<file path="src/rtl/etpu_pkg.sv">
// Shared types and helpers for the eTPU datapath blocks.
//   state_e   : read-side sequencer states
//   LANE_W    : byte-lane width
//   lane_byte : extract byte lane k from a (zero-extended) RAM word
package etpu_pkg;

  typedef enum logic [1:0] {
    ST_IDLE  = 2'd0,
    ST_READ  = 2'd1,
    ST_DRAIN = 2'd2
  } state_e;

  localparam int unsigned LANE_W     = 8;
  localparam int unsigned MAX_WORD_W = 256;

  // Callers zero-extend their word to MAX_WORD_W so one helper serves any DWIDTH.
  function automatic logic [LANE_W-1:0] lane_byte(input logic [MAX_WORD_W-1:0] word,
                                                  input int unsigned k);
    return LANE_W'(word >> (k * LANE_W));
  endfunction

endpackage

</file>
<file path="src/rtl/skew_line.sv">
// Valid+data shift chain of DEPTH registers, used to skew one byte lane.
//   clk, rst_n : clock, async active-low reset
//   in_vld     : input valid
//   in_dat     : input byte (stored as zero when in_vld is low)
//   out_vld    : valid after DEPTH cycles
//   out_dat    : data after DEPTH cycles
module skew_line #(
  parameter int unsigned DEPTH = 1,
  parameter int unsigned W     = 8
) (
  input  logic         clk,
  input  logic         rst_n,
  input  logic         in_vld,
  input  logic [W-1:0] in_dat,
  output logic         out_vld,
  output logic [W-1:0] out_dat
);

  localparam int unsigned CW = DEPTH * W;

  logic [DEPTH-1:0]        vld_q;
  logic [DEPTH-1:0][W-1:0] dat_q;
  logic [W-1:0]            dat_in;

  // Masking at the entry keeps every invalid slot zero all the way down the chain.
  assign dat_in = in_vld ? in_dat : '0;

  // Shift toward the MSB; the truncating cast drops the oldest entry and works for DEPTH=1.
  always_ff @(posedge clk or negedge rst_n) begin
    if (!rst_n) begin
      vld_q <= '0;
      dat_q <= '0;
    end else begin
      vld_q <= DEPTH'({vld_q, in_vld});
      dat_q <= CW'({dat_q, dat_in});
    end
  end

  assign out_vld = vld_q[DEPTH-1];
  assign out_dat = dat_q[DEPTH-1];

endmodule

</file>
<file path="src/rtl/ram_lane_streamer.sv">
// Read-side sequencer for the dffram second read port: walks a wrapping
// address window, unpacks each word into byte lanes and skews lane k by k cycles.
//   clk, rst_n : clock, async active-low reset
//   start      : launch request (ignored while busy)
//   base, len  : first address / word count (len=0 ignored)
//   adr_r      : RAM read address (registered)
//   ram_dat    : RAM read data, one cycle after adr_r
//   lane_o     : skewed byte lanes, zero when invalid
//   lane_vld   : per-lane valid
//   busy, done : run in progress / one-cycle completion pulse
module ram_lane_streamer
  import etpu_pkg::*;
#(
  parameter int unsigned DWIDTH = 24,
  parameter int unsigned AWIDTH = 6,
  parameter int unsigned LANES  = 3
) (
  input  logic              clk,
  input  logic              rst_n,
  input  logic              start,
  input  logic [AWIDTH-1:0] base,
  input  logic [AWIDTH:0]   len,
  output logic [AWIDTH-1:0] adr_r,
  input  logic [DWIDTH-1:0] ram_dat,
  output logic [DWIDTH-1:0] lane_o,
  output logic [LANES-1:0]  lane_vld,
  output logic              busy,
  output logic              done
);

  localparam int unsigned LEN_W = AWIDTH + 1;
  localparam int unsigned DRN_W = $clog2(LANES + 1);

  state_e            state_q, state_d;
  logic [AWIDTH-1:0] adr_d;
  logic [LEN_W-1:0]  rem_q, rem_d;
  logic [DRN_W-1:0]  drn_q, drn_d;
  logic              busy_d, done_d;
  logic              rd_vld_q;

  // State, counters and registered outputs.
  always_ff @(posedge clk or negedge rst_n) begin
    if (!rst_n) begin
      state_q  <= ST_IDLE;
      adr_r    <= '0;
      rem_q    <= '0;
      drn_q    <= '0;
      busy     <= 1'b0;
      done     <= 1'b0;
      rd_vld_q <= 1'b0;
    end else begin
      state_q  <= state_d;
      adr_r    <= adr_d;
      rem_q    <= rem_d;
      drn_q    <= drn_d;
      busy     <= busy_d;
      done     <= done_d;
      // Marks the cycle in which ram_dat answers an address issued in READ.
      rd_vld_q <= (state_q == ST_READ);
    end
  end

  // Next-state and counter logic.
  always_comb begin
    state_d = state_q;
    adr_d   = adr_r;
    rem_d   = rem_q;
    drn_d   = drn_q;
    done_d  = 1'b0;
    unique case (state_q)
      ST_IDLE: begin
        if (start && (len != '0)) begin
          state_d = ST_READ;
          adr_d   = base;
          rem_d   = len;
        end
      end
      ST_READ: begin
        adr_d = adr_r + AWIDTH'(1);
        rem_d = rem_q - LEN_W'(1);
        if (rem_q == LEN_W'(1)) begin
          state_d = ST_DRAIN;
          drn_d   = '0;
        end
      end
      ST_DRAIN: begin
        drn_d = drn_q + DRN_W'(1);
        // Last word reaches the deepest lane one cycle after this point.
        if (drn_q == DRN_W'(LANES - 1)) done_d = 1'b1;
        if (drn_q == DRN_W'(LANES)) state_d = ST_IDLE;
      end
      default: state_d = ST_IDLE;
    endcase
    busy_d = (state_d != ST_IDLE);
  end

  // Per-lane skew chains: lane k is k+1 registers deep.
  for (genvar k = 0; k < LANES; k++) begin : g_lane
    logic [LANE_W-1:0] lane_in;
    assign lane_in = lane_byte(MAX_WORD_W'(ram_dat), k);

    skew_line #(
      .DEPTH(k + 1),
      .W    (LANE_W)
    ) u_skew (
      .clk    (clk),
      .rst_n  (rst_n),
      .in_vld (rd_vld_q),
      .in_dat (lane_in),
      .out_vld(lane_vld[k]),
      .out_dat(lane_o[k*LANE_W +: LANE_W])
    );
  end

endmodule
</file>
<file path="config.mk">
export PLATFORM = sky130hd
export DESIGN_NAME = ram_lane_streamer
export DESIGN_NICKNAME = d
export VERILOG_FILES = /design/src/rtl/etpu_pkg.sv /design/src/rtl/skew_line.sv /design/src/rtl/ram_lane_streamer.sv
export SDC_FILE = /design/constraint.sdc
export NUM_CORES = 1
export LEC_CHECK = 0
export CORE_ASPECT_RATIO = 0.7
export CORE_UTILIZATION = 61
export DETAILED_ROUTE_END_ITERATION = 7
export DONT_BUFFER_PORTS = 1
export MAX_ROUTING_LAYER = met4
export PLACE_DENSITY = 0.86
export SLEW_MARGIN = 5
export SYNTH_ARGS = -nofsm -noshare
export SYNTH_HDL_FRONTEND = slang
export SYNTH_SLANG_ARGS = --single-unit
</file>
<file path="constraint.sdc">
create_clock -name clk -period 1.8 [get_ports clk]
set_input_delay 0.18 -clock clk [delete_from_list [all_inputs] [get_ports clk]]
set_output_delay 0.18 -clock clk [all_outputs]
set_load 0.05 [all_outputs]
</file>
==> results of run 1 <==
==> how the worst max path moves through the flow <==
stage	endpoint	slack, ps	depth (start not counted)
finish	rem_q[3]	130	3
global route	rem_q[4]	60	3
CTS	rem_q[4]	110	3
detailed placement	rem_q[4]	110	3
global placement	rem_q[5]	210	3
floorplan	adr_r[3]	310	3
==> Yosys cell counts (all sizes together) (2+ instances only) <==
master | n | area, sq um
a211oi | 9 | 67.6
a21oi | 3 | 18.8
a41oi | 2 | 17.5
and2 | 25 | 156
and3 | 4 | 25.0
and3b | 3 | 26.3
and4b | 2 | 20.0
buf | 22 | 158
clkbuf | 3 | 11.3
dfrtp | 71 | 1780
ha | 5 | 62.6
inv | 8 | 30.0
nand2 | 6 | 22.5
nand2b | 3 | 18.8
nor2 | 3 | 11.3
nor3 | 2 | 10.0
nor4 | 2 | 18.8
o211ai | 6 | 45.0
o21ai | 7 | 38.8
o31ai | 4 | 30.0
or3 | 4 | 25.0
==> area by class of cell <==
type | count | area (sq um) | area share (%)
Sequential cell | 71 | 1780 | 55.2
Inverter | 8 | 30.0 | 0.933
Clock buffer | 10 | 138 | 4.28
Timing Repair Buffer | 36 | 335 | 10.4
Clock inverter | 6 | 92.6 | 2.88
Multi-Input combinational cell | 107 | 782 | 24.3
Tap cell | 52 | 65.1 | 2.02
==> flip-flops by register name, summed over array words and instances, names as in the netlist <==
signal and count:
rd_vld_q 1, adr_r 6, state_q 2, g_lane.u_skew.out_dat 24, busy 1, g_lane.u_skew.vld_q 3, g_lane.u_skew.dat_q 24, done 1
drn_q 2, rem_q 7
==> per-layer routing <==
layer	vias to the layer above	share of wire (%)	global-route usage [%]
li1	765	-	-
met1	831	40	33.8
met2	91	52	42.4
met3	4	7.5	6.61
met4	0	0.55	9.77
met5	-	0	-
==> kinds of logic (layout without fill, tap and decap cells) <==
logic type                 after synthesis  count (layout)  share of synthesized area [%]
xor gates and xnor gates                 1               1                          0.319
adders and majority gates                5               5                           2.28
and+or+nand+nor                         62              62                           15.0
AOI/OAI and AO/OA                       39              39                           10.4
buffers and inverters                   33              60                           7.25
DFF                                     71              71                           64.8
==> what timing repair did <==
action,4_1_cts,5_1_grt
hold buffers,25,1
endpoints found under the hold margin,96,72
setup endpoints to repair,0,2
resized for setup,0,2
==> report_power, final <==
group | switching, mW | internal [mW] | total [mW]
sequential | 0.961 | 2.05 | 3.01
clock | 0.601 | 0.825 | 1.43
combinational | 0.663 | 0.506 | 1.17
==> run_results.csv, run 1 <==
group,metric,value,unit
outcome,status,"finished, violations left",
outcome,violations,"negative hold slack",
clocking,cts-root-buf,"clkbuf_8",
floorplanning,dieArea,0.00477,sq mm
timing,fin_skew,9.63,ps
power,total_power,5.60,mW
power,ir_drop,1.15,mV
setup_path,rr_worst_depth,3,
drt,drc_errors,0,
timing,rsz0062_at_grt,"false",
setup_path,crit_family,"simple AND/OR/NAND/NOR gates",
timing,final_max_slew_viol_count,0,
drt,wl_per_cell,18.8,um
global_routing,overflow,0,
finish,layout-drive-gt1-share,13.9,%
finish,fin_util,78.3,%
timing,fin_ws,135,ps
global_routing,groute.usage.overall,26.9,%
setup_path,critPathMaxFanout,12,
synth,synthCells,211,
timing,whs,-469,ps
place,hpwl,3.50,mm
setup_path,arrival,1910,ps
setup_path,cp_slowest_cell,"dfrtp_1",
place,place.gp.congestion,0.946,
setup_path,worst-r2r-setup-slack,130,ps
timing,hold_viol,71,
setup_path,critPathLaunchType,"flop",
floorplanning,dieWidth,82.2,um
synth,synth_ff_type,"dfrtp_1",
setup_path,startpoint,"state_q[0]",
synth,synth_cell_types,42,
flow_run,cap_viol_max_count,0,
clocking,clk_latency,330,ps
synth,synth_area_per_cell,13.0,sq um
synth,ys_warn_count,0,
power,power.density,1740,mW/mm^2
setup_path,cp_num_buf_inv,0,
timing,worst_slew_pin_slew,595,ps
clocking,cts_tree,"yes",
finish,mostFrequentLayoutCells,"dfrtp_1, dlygate4sd3_1, and2_1",
place,placed_cell_area,0.00272,sq mm
clocking,path_clk_slew,80,ps
place,io_buffers,0,
place,pre_cts_ws,107,ps
setup_path,end_kind,"flop",
setup_path,worstPathRequired,2050,ps
setup_path,cpPeakStageDelay,580,ps
clocking,numCtsBuffers,9,
floorplanning,coreArea,0.00411,sq mm
synth,synth-seq-cells,71,
drt,viasPerCell,5.83,
synth,yosysSeqAreaShare,64.8,%
drt,routed_wirelength,5.47,mm
global_routing,grt_max_degree,72,
floorplanning,start_util,66.7,%
timing,slew_headroom,60.3,%
global_routing,grt_pass1_wl,8.53,mm
clocking,post_cts_buffers,0,
finish,fill_cells,234,
timing,clock.fmax,601,MHz
synth,synth_edf_count,0,
finish,fin_nets,278,
floorplanning,num_rows,19,
synth,synthArstFlopShare,100,%
drt,drt_iter0_markers,91,
timing,setup_tns,0,ps
timing,setup_viol,0,
place,placedCellCount,248,
synth,syn_nets,256,
floorplanning,die_h,58.1,um
setup_path,worstPathCellList,"or4b_1 -> or3_1 -> o211ai_1",
synth,synth_area,0.00274,sq mm
clocking,clkSinkCount,71,
timing,fin_crit,1670,ps
clocking,h-tree-depth,3,
finish,final_cells,290,
setup_path,r2r_end,"rem_q[3]",
drt,drtAntennaViolNets,0,
worst_hold_path,hp-class,"primary input to async pin",
global_routing,antenna_found_initial,0,
drt,first_pass_iters,4,
clocking,clock_path_buffers,2,
finish,area_growth,17.3,%
power,p_leak,1.41,nW
floorplanning,boundaryPins,75,
finish,mostFrequentLayoutCell,"dfrtp_1",
finish,design_area,0.00322,sq mm
finish,n_antenna_cell,0,
global_routing,grt_pass1_vias,1701,
setup_path,crit-reg2reg-launch,"state_q[0]",
drt,via_count,1691,
setup_path,path_class,"flop to flop",
timing,fin_crit_sh,92.5,%
(Power assumes the default switching activity.)
==> run 2, diff against run 1 <==
CORE_UTILIZATION = 45   (was 61)
PLACE_DENSITY = 0.69   (was 0.86)
==> run_results.csv, run 2 (same netlist as run 1, synthesis figures left out) <==
group,metric,value,unit
floorplanning,dieWidth,95.3,um
drt,via_count,1662,
setup_path,worstPathCellList,"or3b_2 -> a21oi_2 -> o211ai_1",
timing,worst_slew_pin_slew,575,ps
flow_run,cap_viol_max_count,0,
drt,wl_per_cell,15.9,um
finish,mostFrequentLayoutCells,"dfrtp_1, dlygate4sd3_1, and2_1",
setup_path,arrival,1870,ps
power,p_int,3.35,mW
global_routing,overflow,0,
finish,layout-drive-gt1-share,13.3,%
power,clkPwrFrac,25.0,%
clocking,numCtsBuffers,9,
timing,hold_viol,71,
outcome,status,"finished, violations left",
timing,fin_crit,1660,ps
power,total_power,5.49,mW
floorplanning,dieArea,0.00642,sq mm
drt,routed_wirelength,5.04,mm
power,p_switching,2.14,mW
power,ir_drop,0.973,mV
clocking,clkSinkCount,71,
clocking,clock_path_buffers,2,
setup_path,r2r_end,"rem_q[5]",
global_routing,groute.usage.overall,17.8,%
timing,setup_viol,0,
finish,mostFrequentLayoutCell,"dfrtp_1",
drt,viasPerCell,5.26,
finish,design_area,0.00326,sq mm
timing,fin_skew,10.6,ps
finish,n_antenna_cell,0,
place,placed_cell_area,0.00274,sq mm
floorplanning,num_rows,23,
global_routing,grt_pass1_vias,1547,
floorplanning,die_h,67.3,um
place,io_buffers,0,
setup_path,cpPeakStageDelay,600,ps
timing,whs,-463,ps
clocking,cts-root-buf,"clkbuf_8",
timing,clock.fmax,602,MHz
setup_path,end_kind,"flop",
clocking,cts_tree,"yes",
setup_path,cp_slowest_cell,"or3b_2",
power,power.density,1690,mW/mm^2
finish,fin_util,56.0,%
setup_path,worst-r2r-setup-slack,140,ps
setup_path,critPathMaxFanout,13,
drt,drc_errors,0,
place,hpwl,3.15,mm
timing,slew_headroom,61.7,%
timing,setup_tns,0,ps
worst_hold_path,hp-class,"primary input to async pin",
drt,drtAntennaViolNets,0,
setup_path,rr_worst_depth,3,
timing,fin_crit_sh,92.3,%
clocking,clk_latency,330,ps
drt,first_pass_iters,4,
setup_path,path_class,"flop to flop",
finish,area_growth,18.7,%
floorplanning,start_util,47.2,%
setup_path,worstPathRequired,2000,ps
power,p_leak,1.42,nW
outcome,violations,"negative hold slack",
place,place.gp.congestion,0.827,
finish,fill_cells,492,
clocking,h-tree-depth,3,
timing,rsz0062_at_grt,"false",
setup_path,crit-reg2reg-launch,"state_q[1]",
timing,final_max_slew_viol_count,0,
finish,fin_nets,281,
clocking,post_cts_buffers,0,
power,swShare,39.0,%
drt,drt_iter0_markers,87,
power,sequentialPowerShare,54.2,%
floorplanning,boundaryPins,75,
global_routing,grt_pass1_wl,7.80,mm
setup_path,crit_end,"rem_q[5]",
setup_path,critPathLaunchType,"flop",
global_routing,antenna_found_initial,0,
global_routing,grt_max_degree,72,
power,combPwrFrac,20.8,%
clocking,path_clk_slew,80,ps
setup_path,startpoint,"state_q[1]",
floorplanning,coreArea,0.00581,sq mm
run 2: power groups by stage:
| stage | registers [mW] | clock network (mW) | logic [mW] |
|---|---|---|---|
| floorplan | 2.72 | 0 | 1.17 |
| global placement | 2.99 | 0 | 1.06 |
| detailed placement | 3.01 | 0 | 1.07 |
| CTS | 2.98 | 1.42 | 1.13 |
| global route | 3.05 | 1.48 | 1.25 |
| finish | 2.98 | 1.37 | 1.14 |
run 2: timing repair:
item,in CTS,in global routing
hold endpoints to repair,99,72
endpoints found under the setup margin,0,3
hold buffers,28,1
resized for setup,0,1
run 2: critical path: cells and delay by family, from the launching register on:
| family | cells | cell delay [ps] |
|---|---|---|
| compound gates | 2 | 430 |
| flops | 1 | 500 |
| simple gates | 1 | 600 |
run 2: per-stage QoR:
step | std cells | hold WS (ps) | setup slack (ps)
detailed placement | 271 | -115 | 113
global placement | 271 | -115 | 168
CTS | 315 | -490 | 100
global route | 316 | -499 | 48.2
floorplan | 211 | -116 | 313
finish | 316 | -463 | 139
run 2: cell type report:
cell class | instances | area (sq um) | share of cell area [%]
Sequential cell | 71 | 1780 | 54.6
Multi-Input combinational cell | 107 | 768 | 23.6
Timing Repair Buffer | 39 | 365 | 11.2
Clock buffer | 10 | 128 | 3.92
Clock inverter | 6 | 93.8 | 2.88
Tap cell | 75 | 93.8 | 2.88
Inverter | 8 | 30.0 | 0.922
run 2: worst min-delay path by stage:
| stage | from | to |
|---|---|---|
| global placement | rst_n | g_lane[1].u_skew.dat_q[7] |
| finish | rst_n | rem_q[0] |
| detailed placement | rst_n | g_lane[1].u_skew.out_dat[7] |
| CTS | rst_n | g_lane[2].u_skew.dat_q[7] |
| floorplan | rst_n | adr_r[0] |
| global route | rst_n | g_lane[2].u_skew.out_dat[7] |
run 2: routing by layer:
metal  share of wire, %  vias up  GRT usage, %
li1                   -      771             -
met1                 45      812          24.0
met2                 45       72          22.9
met3                9.3        7          8.22
met4                1.1        0          6.82
met5                  0        -             -
==> run 3, diff against run 2 <==
SYNTH_HIERARCHICAL = 1   (was not set)
==> run_results.csv, run 3 <==
group,metric,value,unit
outcome,status,"finished, violations left",
outcome,violations,"negative hold slack",
finish,layout-drive-gt1-share,14.4,%
timing,slew_headroom,54.8,%
global_routing,overflow,0,
worst_hold_path,hp-class,"primary input to async pin",
finish,mostFrequentLayoutCell,"dfrtp_1",
place,place.gp.congestion,0.838,
setup_path,critPathMaxFanout,9,
synth,synth.most_common_cell,"dfrtp_1",
clocking,cts-root-buf,"clkbuf_8",
place,hpwl,3.17,mm
global_routing,grt_pass1_vias,1599,
timing,whs,-475,ps
clocking,numCtsBuffers,9,
synth,synth_edf_count,0,
global_routing,groute.usage.overall,18.4,%
place,io_buffers,0,
finish,fill_cells,483,
drt,via_count,1598,
synth,yosysSeqAreaShare,68.7,%
synth,synthCells,201,
finish,n_antenna_cell,0,
timing,rsz0062_at_grt,"false",
finish,final_cells,318,
synth,synth_cell_types,33,
drt,first_pass_iters,4,
finish,fin_util,56.5,%
setup_path,critPathLaunchType,"flop",
timing,setup_tns,0,ps
synth,synth_top_area_share,68.7,%
clocking,h-tree-depth,3,
synth,syn_nets,246,
drt,drc_errors,0,
timing,fin_skew,10.9,ps
timing,clock.fmax,624,MHz
synth,ys_warn_count,6,
floorplanning,coreArea,0.00576,sq mm
timing,fin_crit_sh,89.1,%
synth,synth_area_leaders,"dfrtp_1, and2_1, buf_4, ha_1, nand2_1",
drt,drt_iter0_markers,89,
timing,setup_viol,0,
drt,viasPerCell,5.03,
floorplanning,die_h,66.7,um
synth,synth_largest_area_cell,"dfrtp_1",
floorplanning,num_rows,23,
setup_path,end_kind,"flop",
setup_path,path_class,"flop to flop",
floorplanning,dieArea,0.00630,sq mm
setup_path,worst-r2r-setup-slack,200,ps
flow_run,cap_viol_max_count,0,
clocking,cts_tree,"yes",
finish,area_growth,20.7,%
global_routing,grt_max_degree,75,
power,power.density,1650,mW/mm^2
timing,fin_crit,1600,ps
clocking,clk_latency,340,ps
drt,routed_wirelength,4.98,mm
clocking,path_clk_slew,80,ps
clocking,clock_path_buffers,2,
power,p_leak,1.39,nW
synth,synth_ff_type,"dfrtp_1",
finish,fin_nets,283,
setup_path,arrival,1820,ps
synth,synthArstFlopShare,100,%
drt,wl_per_cell,15.7,um
synth,synth_area,0.00269,sq mm
power,ir_drop,0.923,mV
global_routing,grt_pass1_wl,7.85,mm
floorplanning,boundaryPins,75,
timing,hold_viol,74,
finish,mostFrequentLayoutCells,"dfrtp_1, dlygate4sd3_1, and2_1",
setup_path,worstPathRequired,2020,ps
synth,synth_area_per_cell,13.4,sq um
global_routing,antenna_found_initial,0,
place,placedCellCount,267,
floorplanning,start_util,46.8,%
synth,synthTopCellsByCount,"dfrtp_1, and2_1, buf_4, nand2_1, nor2_1",
clocking,clkSinkCount,74,
drt,drtAntennaViolNets,0,
floorplanning,dieWidth,94.5,um
synth,synth-seq-cells,74,
timing,worst_slew_pin_slew,679,ps
timing,final_max_slew_viol_count,0,
run 3: timing repair:
action	4_1_cts	5_1_grt
buffers inserted	0	2
hold buffers	31	2
hold endpoints to repair	105	76
gates resized for setup	0	2
setup endpoints to repair	0	7
run 3: final cells by class:
class / count / area (sq um) / area share, %
flip-flops and latches: 74 / 1850 / 56.9
repair buffers: 46 / 428 / 13.2
clock buffers: 10 / 128 / 3.92
clock inverters: 6 / 42.5 / 1.31
multi-input cells: 102 / 689 / 21.2
inverters: 5 / 18.8 / 0.577
well taps: 75 / 93.8 / 2.89
run 3: worst paths after layout:
path,startpoint,depth (start not counted),to
min,rst_n,0,g_lane[2].u_skew/dat_q[4]
max,state_q[1],5,rem_q[5]
max in group asynchronous,rst_n,0,g_lane[0].u_skew/out_vld
min in group clk,base[2],2,adr_r[2]
min reg2reg,g_lane[2].u_skew/dat_q[13],0,g_lane[2].u_skew/out_dat[5]
max reg2reg,state_q[1],5,rem_q[5]
run 3: cell families (layout without fill, tap and decap cells):
| logic type | count (synthesis) | after routing | share of synthesized area, % |
|---|---|---|---|
| AND/OR/NAND/NOR | 69 | 69 | 14.4 |
| XOR/XNOR | 2 | 2 | 0.650 |
| adder cells (fa/ha/maj) | 5 | 5 | 2.32 |
| flip-flops | 74 | 74 | 68.7 |
| AO/OA/AOI/OAI | 26 | 26 | 7.85 |
| buffers and inverters | 25 | 67 | 5.99 |
run 3: through the flow:
step / hold WS (ps) / worst slack, ps / instance area [sq um] / power (mW)
2_1_floorplan: -116 / 187 / 2690 / 3.93
3_3_place_gp: -113 / 120 / 2730 / 4.16
3_5_place_dp: -114 / 19.6 / 2730 / 4.22
4_1_cts: -499 / 96.9 / 3210 / 5.39
5_1_grt: -514 / 57.4 / 3250 / 5.68
6_report: -475 / 197 / 3250 / 5.37
run 3: critical path: stages, from the launching register on:
cell      delay (ps)
dfrtp_1          540
nand2b_2         300
clkinv_1         120
buf_4            190
a221oi_1         250
a21oi_1           80
run 3: power by group:
part / switching (mW) / internal [mW] / leakage (nW) / total [mW]
Combinational: 0.707 / 0.506 / 0.435 / 1.21
Sequential: 0.898 / 2.15 / 0.872 / 3.05
Clock: 0.599 / 0.502 / 0.0827 / 1.10
run 3: layer usage:
metal	vias to the layer above	routed length, um	global-route usage [%]
met2	67	2310	26.9
met4	0	70	7.39
met1	787	2250	22.4
met5	-	0	-
met3	7	357	8.22
li1	737	-	-
